--- src/rtl/mem_arb_pkg.sv ---
// -----------------------------------------------------------------------------
// mem_arb_pkg
// Shared types and constants for the two-port memory arbiter.
//   owner_e : who owns the memory bus this cycle (idle, core, debug/loader)
//   CNT_W   : width of the burst counter (holds MAX_BURST up to 15)
// -----------------------------------------------------------------------------
package mem_arb_pkg;

    typedef enum logic [1:0] {
        OWN_IDLE = 2'b00,
        OWN_CPU  = 2'b01,
        OWN_DBG  = 2'b10
    } owner_e;

    localparam int CNT_W = 4;

endpackage

--- src/rtl/mem_arbiter_if.sv ---
// -----------------------------------------------------------------------------
// mem_arbiter_if
// Bundles the core port, the debug/loader port and the memory-side bus.
//   cpu_* / dbg_* : req, we, adr, wd from requesters; gnt, rd (and cpu_stall)
//                   back to them
//   mem_*         : adr, wd, we towards memory; rd (combinational) from memory
// Modports:
//   slave  : the arbiter's view
//   master : the view of whatever surrounds the arbiter (requesters + memory)
// -----------------------------------------------------------------------------
interface mem_arbiter_if #(
    parameter int ADDR_W = 32,
    parameter int DATA_W = 32
);
    logic              cpu_req;
    logic              cpu_we;
    logic [ADDR_W-1:0] cpu_adr;
    logic [DATA_W-1:0] cpu_wd;
    logic              cpu_gnt;
    logic              cpu_stall;
    logic [DATA_W-1:0] cpu_rd;

    logic              dbg_req;
    logic              dbg_we;
    logic [ADDR_W-1:0] dbg_adr;
    logic [DATA_W-1:0] dbg_wd;
    logic              dbg_gnt;
    logic [DATA_W-1:0] dbg_rd;

    logic [ADDR_W-1:0] mem_adr;
    logic [DATA_W-1:0] mem_wd;
    logic              mem_we;
    logic [DATA_W-1:0] mem_rd;

    modport slave (
        input  cpu_req, cpu_we, cpu_adr, cpu_wd,
        input  dbg_req, dbg_we, dbg_adr, dbg_wd,
        input  mem_rd,
        output cpu_gnt, cpu_stall, cpu_rd,
        output dbg_gnt, dbg_rd,
        output mem_adr, mem_wd, mem_we
    );

    modport master (
        output cpu_req, cpu_we, cpu_adr, cpu_wd,
        output dbg_req, dbg_we, dbg_adr, dbg_wd,
        output mem_rd,
        input  cpu_gnt, cpu_stall, cpu_rd,
        input  dbg_gnt, dbg_rd,
        input  mem_adr, mem_wd, mem_we
    );
endinterface

--- src/rtl/mem_arb_burst_cnt.sv ---
// -----------------------------------------------------------------------------
// mem_arb_burst_cnt
// Saturating count of consecutive grants to the current owner.
// Ports:
//   clk, reset : clock, asynchronous active-low reset
//   clr        : owner goes idle -> count = 0 (highest priority)
//   load       : owner changes   -> count = 1
//   inc        : owner kept      -> count + 1, saturating at MAX
//   count      : current count
// -----------------------------------------------------------------------------
module mem_arb_burst_cnt
    import mem_arb_pkg::*;
#(
    parameter int MAX = 4
) (
    input  logic             clk,
    input  logic             reset,
    input  logic             clr,
    input  logic             load,
    input  logic             inc,
    output logic [CNT_W-1:0] count
);
    localparam logic [CNT_W-1:0] MAX_CNT = CNT_W'(MAX);

    // NOTE: registers use non-blocking assignments so every flop samples the
    // pre-edge value of its neighbours; blocking here would create races.
    always_ff @(posedge clk or negedge reset) begin
        if (!reset) begin
            count <= '0;
        end else if (clr) begin
            count <= '0;
        end else if (load) begin
            count <= CNT_W'(1);
        end else if (inc && count != MAX_CNT) begin
            count <= count + 1'b1;
        end
    end
endmodule

--- src/rtl/mem_arbiter.sv ---
// -----------------------------------------------------------------------------
// mem_arbiter
// Shares one unified instruction/data memory between the multi-cycle core and
// a debug/loader port. One owner per cycle; the owner's adr/wd/we are muxed
// onto memory, read data is broadcast, and the core is stalled while it
// requests without a grant.
// Ports:
//   clk   : rising-edge clock
//   reset : asynchronous active-low reset (clears grants immediately)
//   bus   : mem_arbiter_if.slave (core port, debug port, memory bus)
// Configuration:
//   MEM_ARB_FAIRNESS_EN defined   : burst-limited alternation, at most
//                                   MAX_BURST consecutive grants to one owner
//                                   while the other requests.
//   MEM_ARB_FAIRNESS_EN undefined : strict core priority, no burst counter.
// -----------------------------------------------------------------------------
module mem_arbiter
    import mem_arb_pkg::*;
#(
    parameter int ADDR_W    = 32,
    parameter int DATA_W    = 32,
    parameter int MAX_BURST = 4
) (
    input logic          clk,
    input logic          reset,
    mem_arbiter_if.slave bus
);
    if (MAX_BURST < 2 || MAX_BURST > 15) begin : g_bad_burst
        $error("mem_arbiter: MAX_BURST must be in 2..15");
    end

    owner_e owner_q;
    owner_e owner_d;

    always_ff @(posedge clk or negedge reset) begin
        if (!reset) owner_q <= OWN_IDLE;
        else        owner_q <= owner_d;
    end

`ifdef MEM_ARB_FAIRNESS_EN
    localparam logic [CNT_W-1:0] MAX_CNT = CNT_W'(MAX_BURST);

    logic [CNT_W-1:0] count;
    logic             cnt_clr;
    logic             cnt_load;
    logic             cnt_inc;

    // NOTE: every signal written here gets a default first, so no path
    // leaves it unassigned and no latch is inferred.
    always_comb begin
        owner_d = OWN_IDLE;
        case ({bus.cpu_req, bus.dbg_req})
            2'b10:   owner_d = OWN_CPU;
            2'b01:   owner_d = OWN_DBG;
            2'b11: begin
                if (owner_q == OWN_IDLE)  owner_d = OWN_CPU;
                else if (count < MAX_CNT) owner_d = owner_q;
                else owner_d = (owner_q == OWN_CPU) ? OWN_DBG : OWN_CPU;
            end
            default: owner_d = OWN_IDLE;
        endcase
        cnt_clr  = (owner_d == OWN_IDLE);
        cnt_load = !cnt_clr && (owner_d != owner_q);
        cnt_inc  = !cnt_clr && (owner_d == owner_q);
    end

    mem_arb_burst_cnt #(.MAX(MAX_BURST)) u_burst_cnt (
        .clk   (clk),
        .reset (reset),
        .clr   (cnt_clr),
        .load  (cnt_load),
        .inc   (cnt_inc),
        .count (count)
    );
`else
    // Debug only gets the bus on cycles where the core did not ask for it.
    always_comb begin
        owner_d = OWN_IDLE;
        if (bus.cpu_req)      owner_d = OWN_CPU;
        else if (bus.dbg_req) owner_d = OWN_DBG;
    end
`endif

    logic [ADDR_W-1:0] mux_adr;
    logic [DATA_W-1:0] mux_wd;
    logic              mux_we;

    // Write enable also needs the owner's req: the cycle after a requester
    // drops req it still owns the bus but must not write.
    always_comb begin
        mux_adr = '0;
        mux_wd  = '0;
        mux_we  = 1'b0;
        case (owner_q)
            OWN_CPU: begin
                mux_adr = bus.cpu_adr;
                mux_wd  = bus.cpu_wd;
                mux_we  = bus.cpu_req & bus.cpu_we;
            end
            OWN_DBG: begin
                mux_adr = bus.dbg_adr;
                mux_wd  = bus.dbg_wd;
                mux_we  = bus.dbg_req & bus.dbg_we;
            end
            default: ;
        endcase
    end

    assign bus.mem_adr   = mux_adr;
    assign bus.mem_wd    = mux_wd;
    assign bus.mem_we    = mux_we;
    assign bus.cpu_gnt   = (owner_q == OWN_CPU);
    assign bus.dbg_gnt   = (owner_q == OWN_DBG);
    assign bus.cpu_stall = bus.cpu_req & (owner_q != OWN_CPU);
    assign bus.cpu_rd    = bus.mem_rd;
    assign bus.dbg_rd    = bus.mem_rd;
endmodule
--- src/flat_wrapper.sv ---
// flat-port wrapper written by rule: the top's interface ports become plain ports
module mem_arbiter_flat import mem_arb_pkg::*;
#(
    parameter int ADDR_W    = 32,
    parameter int DATA_W    = 32,
    parameter int MAX_BURST = 4
)
  (clk, reset, bus_cpu_req, bus_cpu_we, bus_cpu_adr, bus_cpu_wd, bus_dbg_req, bus_dbg_we, bus_dbg_adr, bus_dbg_wd, bus_mem_rd, bus_cpu_gnt, bus_cpu_stall, bus_cpu_rd, bus_dbg_gnt, bus_dbg_rd, bus_mem_adr, bus_mem_wd, bus_mem_we);
  mem_arbiter_if #(.ADDR_W(ADDR_W), .DATA_W(DATA_W)) bus_i ();
  input logic clk;
  input logic reset;
  input wire logic [$bits(bus_i.cpu_req)-1:0] bus_cpu_req;
  input wire logic [$bits(bus_i.cpu_we)-1:0] bus_cpu_we;
  input wire logic [$bits(bus_i.cpu_adr)-1:0] bus_cpu_adr;
  input wire logic [$bits(bus_i.cpu_wd)-1:0] bus_cpu_wd;
  input wire logic [$bits(bus_i.dbg_req)-1:0] bus_dbg_req;
  input wire logic [$bits(bus_i.dbg_we)-1:0] bus_dbg_we;
  input wire logic [$bits(bus_i.dbg_adr)-1:0] bus_dbg_adr;
  input wire logic [$bits(bus_i.dbg_wd)-1:0] bus_dbg_wd;
  input wire logic [$bits(bus_i.mem_rd)-1:0] bus_mem_rd;
  output wire logic [$bits(bus_i.cpu_gnt)-1:0] bus_cpu_gnt;
  output wire logic [$bits(bus_i.cpu_stall)-1:0] bus_cpu_stall;
  output wire logic [$bits(bus_i.cpu_rd)-1:0] bus_cpu_rd;
  output wire logic [$bits(bus_i.dbg_gnt)-1:0] bus_dbg_gnt;
  output wire logic [$bits(bus_i.dbg_rd)-1:0] bus_dbg_rd;
  output wire logic [$bits(bus_i.mem_adr)-1:0] bus_mem_adr;
  output wire logic [$bits(bus_i.mem_wd)-1:0] bus_mem_wd;
  output wire logic [$bits(bus_i.mem_we)-1:0] bus_mem_we;
  assign bus_i.cpu_req = bus_cpu_req;
  assign bus_i.cpu_we = bus_cpu_we;
  assign bus_i.cpu_adr = bus_cpu_adr;
  assign bus_i.cpu_wd = bus_cpu_wd;
  assign bus_i.dbg_req = bus_dbg_req;
  assign bus_i.dbg_we = bus_dbg_we;
  assign bus_i.dbg_adr = bus_dbg_adr;
  assign bus_i.dbg_wd = bus_dbg_wd;
  assign bus_i.mem_rd = bus_mem_rd;
  assign bus_cpu_gnt = bus_i.cpu_gnt;
  assign bus_cpu_stall = bus_i.cpu_stall;
  assign bus_cpu_rd = bus_i.cpu_rd;
  assign bus_dbg_gnt = bus_i.dbg_gnt;
  assign bus_dbg_rd = bus_i.dbg_rd;
  assign bus_mem_adr = bus_i.mem_adr;
  assign bus_mem_wd = bus_i.mem_wd;
  assign bus_mem_we = bus_i.mem_we;
  mem_arbiter #(.ADDR_W(ADDR_W), .DATA_W(DATA_W), .MAX_BURST(MAX_BURST)) u_core (.clk(clk), .reset(reset), .bus(bus_i));
endmodule
--- config.mk ---
export PLATFORM = sky130hd
export DESIGN_NAME = mem_arbiter_flat
export DESIGN_NICKNAME = d
export VERILOG_FILES = /design/src/rtl/mem_arb_pkg.sv /design/src/rtl/mem_arbiter_if.sv /design/src/rtl/mem_arb_burst_cnt.sv /design/src/rtl/mem_arbiter.sv /design/src/flat_wrapper.sv
export SDC_FILE = /design/constraint.sdc
export NUM_CORES = 1
export LEC_CHECK = 0
export CAP_MARGIN = 25
export CORE_AREA = 5 5 112 114
export CTS_CLUSTER_DIAMETER = 200
export DETAILED_ROUTE_END_ITERATION = 8
export DIE_AREA = 0 0 117 119
export PLACE_DENSITY = 0.62
export REMOVE_ABC_BUFFERS = 1
export SYNTH_ARGS = -nofsm -noshare
export SYNTH_HDL_FRONTEND = slang
export SYNTH_HIERARCHICAL = 1
export SYNTH_SLANG_ARGS = --single-unit
--- constraint.sdc ---
create_clock -name clk -period 5 [get_ports clk]
set_clock_uncertainty 0.2 [all_clocks]
set_input_delay 1.25 -clock clk [delete_from_list [all_inputs] [get_ports clk]]
set_output_delay 1.25 -clock clk [all_outputs]
set_load 0.03 [all_outputs]
# Word level (Yosys, flattened, before mapping)
# Cells that the tools add are included.
# W data, S select, Z words.
# op_classes
eq_ne	3
muxes	5
n_bitwise	3
# ops
op	count
$pmux W32 S2	2
$mux W2	2
$and A1 B1 Y1	3
$eq A2 B1 Y1 const B	1
$eq A2 B2 Y1 const B	1
$ne A2 B1 Y1 const B	1
$pmux W1 S2	1
# word_totals
regBits	2
inputBits	166
output_inout_bits	132

# Logic depth before layout (Yosys ltp)
# depth
ltp_word	2
mapped_depth	6

# Worst setup path before layout
# No wires, ideal clock.
# synth_timing
path_type	input -> output
from	in bus_dbg_req
to	out bus_mem_we
t_arrival_ns	1.820
t_required_ns	3.550
setup_slack_ns	1.730
stages	2
path_buffers	0
cell_sequence	nand3_1 > a21oi_1
# synth_via
elab_chain_cells	2
# synth_rtl
element	line	source
from (decl)	flat_wrapper.sv:16	input wire logic [$bits(bus_i.dbg_req)-1:0] bus_dbg_req;
$and A1 B1 Y1	mem_arbiter.sv:103	mux_we = bus.dbg_req & bus.dbg_we;
$pmux W1 S2	mem_arbiter.sv:94	case (owner_q)
to (decl)	flat_wrapper.sv:28	output wire logic [$bits(bus_i.mem_we)-1:0] bus_mem_we;
# Every way passes these cells.

# Worst setup path in the final report
# layout_timing
from	in bus_cpu_req
to	out bus_mem_we
# layout_via
elab_chain_cells	2
# layout_rtl
element	line	source
from (decl)	flat_wrapper.sv:12	input wire logic [$bits(bus_i.cpu_req)-1:0] bus_cpu_req;
$and A1 B1 Y1	mem_arbiter.sv:98	mux_we = bus.cpu_req & bus.cpu_we;
$pmux W1 S2	mem_arbiter.sv:94	
# Every way passes these cells.

==> results.py <==
metrics = {
    "outcome": {
        "outcome": "completed",
    },
    "clock_network": {
        "cts_root_buf": "clkbuf_16",
        "post_cts_resized": 0,
        "post_cts_buffers": 0,
        "numCtsBuffers": 3,
        "path_clk_slew_ps": 30,
        "cts_sinks": 2,
        "hold_buffers": 0,
        "clock_path_buffers": 2,
        "cts_tree": "done",
        "cts_max_level": 1,
    },
    "placement": {
        "post-place-ws_ps": 877,
        "port-buffer-count": 201,
        "dpl.hpwl_um": 9960,
        "numPlacedInstances": 488,
        "place_area_mm2": 0.00359,
        "gp_congestion": 0.815,
    },
    "layout": {
        "instances_no_fill": 491,
        "top_register": "u_core/owner_q",
        "finalInstanceArea_mm2": 0.00367,
        "finalCoreUtilization": 0.324,
        "nNetsFinal": 520,
        "area_delta_synth_final_pct": 79.9,
        "reg_top3": "u_core/owner_q (2)",
        "largest_register_ffs": 2,
        "num-fill-cells": 1201,
        "antenna_cells": 0,
        "drive_above_1_share": 0.371,
    },
    "logic_synthesis": {
        "yosysWarnings": 6,
        "ys_seq_elements": 2,
        "synth.most_common_cell": "buf_4",
        "synthAdderAreaFrac": 0.0245,
        "synth_flop_cell": "dfrtp_1",
        "yosysTopAreaCellShare": 0.368,
        "yosysTopAreaCell": "a22oi_2",
        "syn_area_mm2": 0.00204,
        "synth-edff-count": 0,
        "synth_top_family_by_area": "compound AO/OA/AOI/OAI gates",
        "synthMuxAreaShare": 0,
        "synthXorXnorAreaFrac": 0,
        "yosysSeqAreaShare": 0.0245,
        "ys_top_cells_by_area": "a22oi_2, buf_4, nor2_2",
        "postSynthAreaPerCell_um2": 9.02,
        "yosys.area_share.simple": 0.202,
        "synth_commonest_cells": "buf_4, a22oi_2, nor2_2",
        "synthCells": 226,
        "async_flop_share": 1.00,
        "synth_compound_area_frac": 0.385,
        "synth.distinct_cells": 15,
    },
    "detailed_routing": {
        "drtIter0Drc": 71,
        "num_vias": 2096,
        "drt-total-wl_um": 11300,
        "drc": 0,
        "wire_per_inst_um": 23.0,
        "final_antenna_net_count": 0,
        "first_pass_iters": 4,
        "routed_via_density": 4.27,
    },
    "setup_path": {
        "end_kind": "output pin",
        "path_class": "primary input to output pin",
        "required_ps": 3550,
        "cp-start-kind": "primary input",
        "setup.worst_path.start": "bus_cpu_req",
        "path_max_fanout": 4,
        "crit_arrival_ps": 2700,
    },
    "power": {
        "p_int_mw": 0.314,
        "powerDensity_mw_per_mm2": 140,
        "p_seq_frac": 0.036,
        "design_power_total_mw": 0.515,
        "p_leak_nw": 1.16,
        "power.net_switching_mw": 0.201,
        "power_frac_clock": 0.235,
        "combPwrFrac": 0.729,
        "ir_worst_vdd_mv": 0.194,
        "switching_share": 0.391,
    },
    "timing": {
        "tns_ps": 0,
        "setup_ws_ps": 851,
        "setup_violations": 0,
        "worst_pin_slew_ps": 572,
        "fmax_mhz": 241,
        "rsz0062_at_grt": "false",
        "maxSlewHeadroom": 0.619,
        "finalHoldViolations": 0,
        "maxSlewViolCount": 0,
        "whs_ps": 1000,
        "finalCritPeriodShare": 0.830,
        "period_minus_slack_ps": 4150,
    },
    "grt": {
        "grt_pass1_vias": 2330,
        "grtUsageTotal": 0.150,
        "antenna_found_initial": 0,
        "grt_max_degree": 37,
        "grt_pass1_wl_um": 15500,
        "gr-total-overflow": 0,
    },
    "die": {
        "core_mm2": 0.0113,
        "fp.dieH_um": 119,
        "rows": 39,
        "ios": 298,
        "die_w_um": 117,
        "die_area_mm2": 0.0139,
        "start_util": 0.180,
    },
    "job": {
        "maxCapViolCount": 0,
    },
    "hold_path": {
        "hp-class": "primary input to asynchronous set/reset pin",
    },
}
==> critical path, cell delays in order <==
cell	delay (ps)
clkdlybuf4s50_1	520
nand3_1	90
a21oi_1	150
clkdlybuf4s50_1	690
==> cell families (layout without fill, tap and decap cells) <==
logic type	Yosys count	in the layout
buf+inv	87	209
simple gates	68	68
compound gates	65	65
fa+ha+maj	4	4
flops	2	2
==> power by group through the flow <==
stage	Combinational, mW	Clock (mW)	Sequential [mW]
2_1_floorplan	0.173	0	0.0179
3_3_place_gp	0.375	0	0.0185
3_5_place_dp	0.378	0	0.0186
4_1_cts	0.380	0.123	0.0185
5_1_grt	0.397	0.126	0.0186
6_report	0.375	0.121	0.0185
==> cell usage in the layout (no fill, tap or decap) <==
| cell type | instances |
|---|---|
| a22oi_2 | 60 |
| dfrtp_1 | 2 |
| nor2b_1 | 2 |
| clkbuf_16 | 3 |
| ha_4 | 3 |
| nand3_1 | 2 |
| buf_12 | 3 |
| ha_1 | 1 |
| inv_1 | 2 |
| nor2_1 | 4 |
| a21oi_1 | 1 |
| a22oi_1 | 4 |
| clkdlybuf4s50_1 | 201 |
| nor2_2 | 60 |
==> path summary, 6_finish.rpt <==
kind                                     end  slack (ps)
max in group asynchronous  u_core/owner_q[1]        3470
min in group clk           u_core/owner_q[0]        1360
min                        u_core/owner_q[0]        1000
max                               bus_mem_we         850
==> final cells by class <==
cell class | count | area, um2 | share of cell area
clock buffers | 3 | 75.1 | 0.0205
inverters | 2 | 7.51 | 0.00205
multi-input cells | 137 | 1290 | 0.350
flip-flops and latches | 2 | 50.0 | 0.0136
well taps | 143 | 179 | 0.0488
repair buffers | 204 | 2070 | 0.565
==> routing by layer <==
metal  part of all wire  routed length (um)  GRT usage
met1               0.33                3690      0.151
met2               0.44                4930      0.237
met3               0.23                2580      0.135
met4             0.0019                  21     0.0136
met5             0.0071                  80     0.0519
Note: power is estimated with default switching activity, not from simulation.
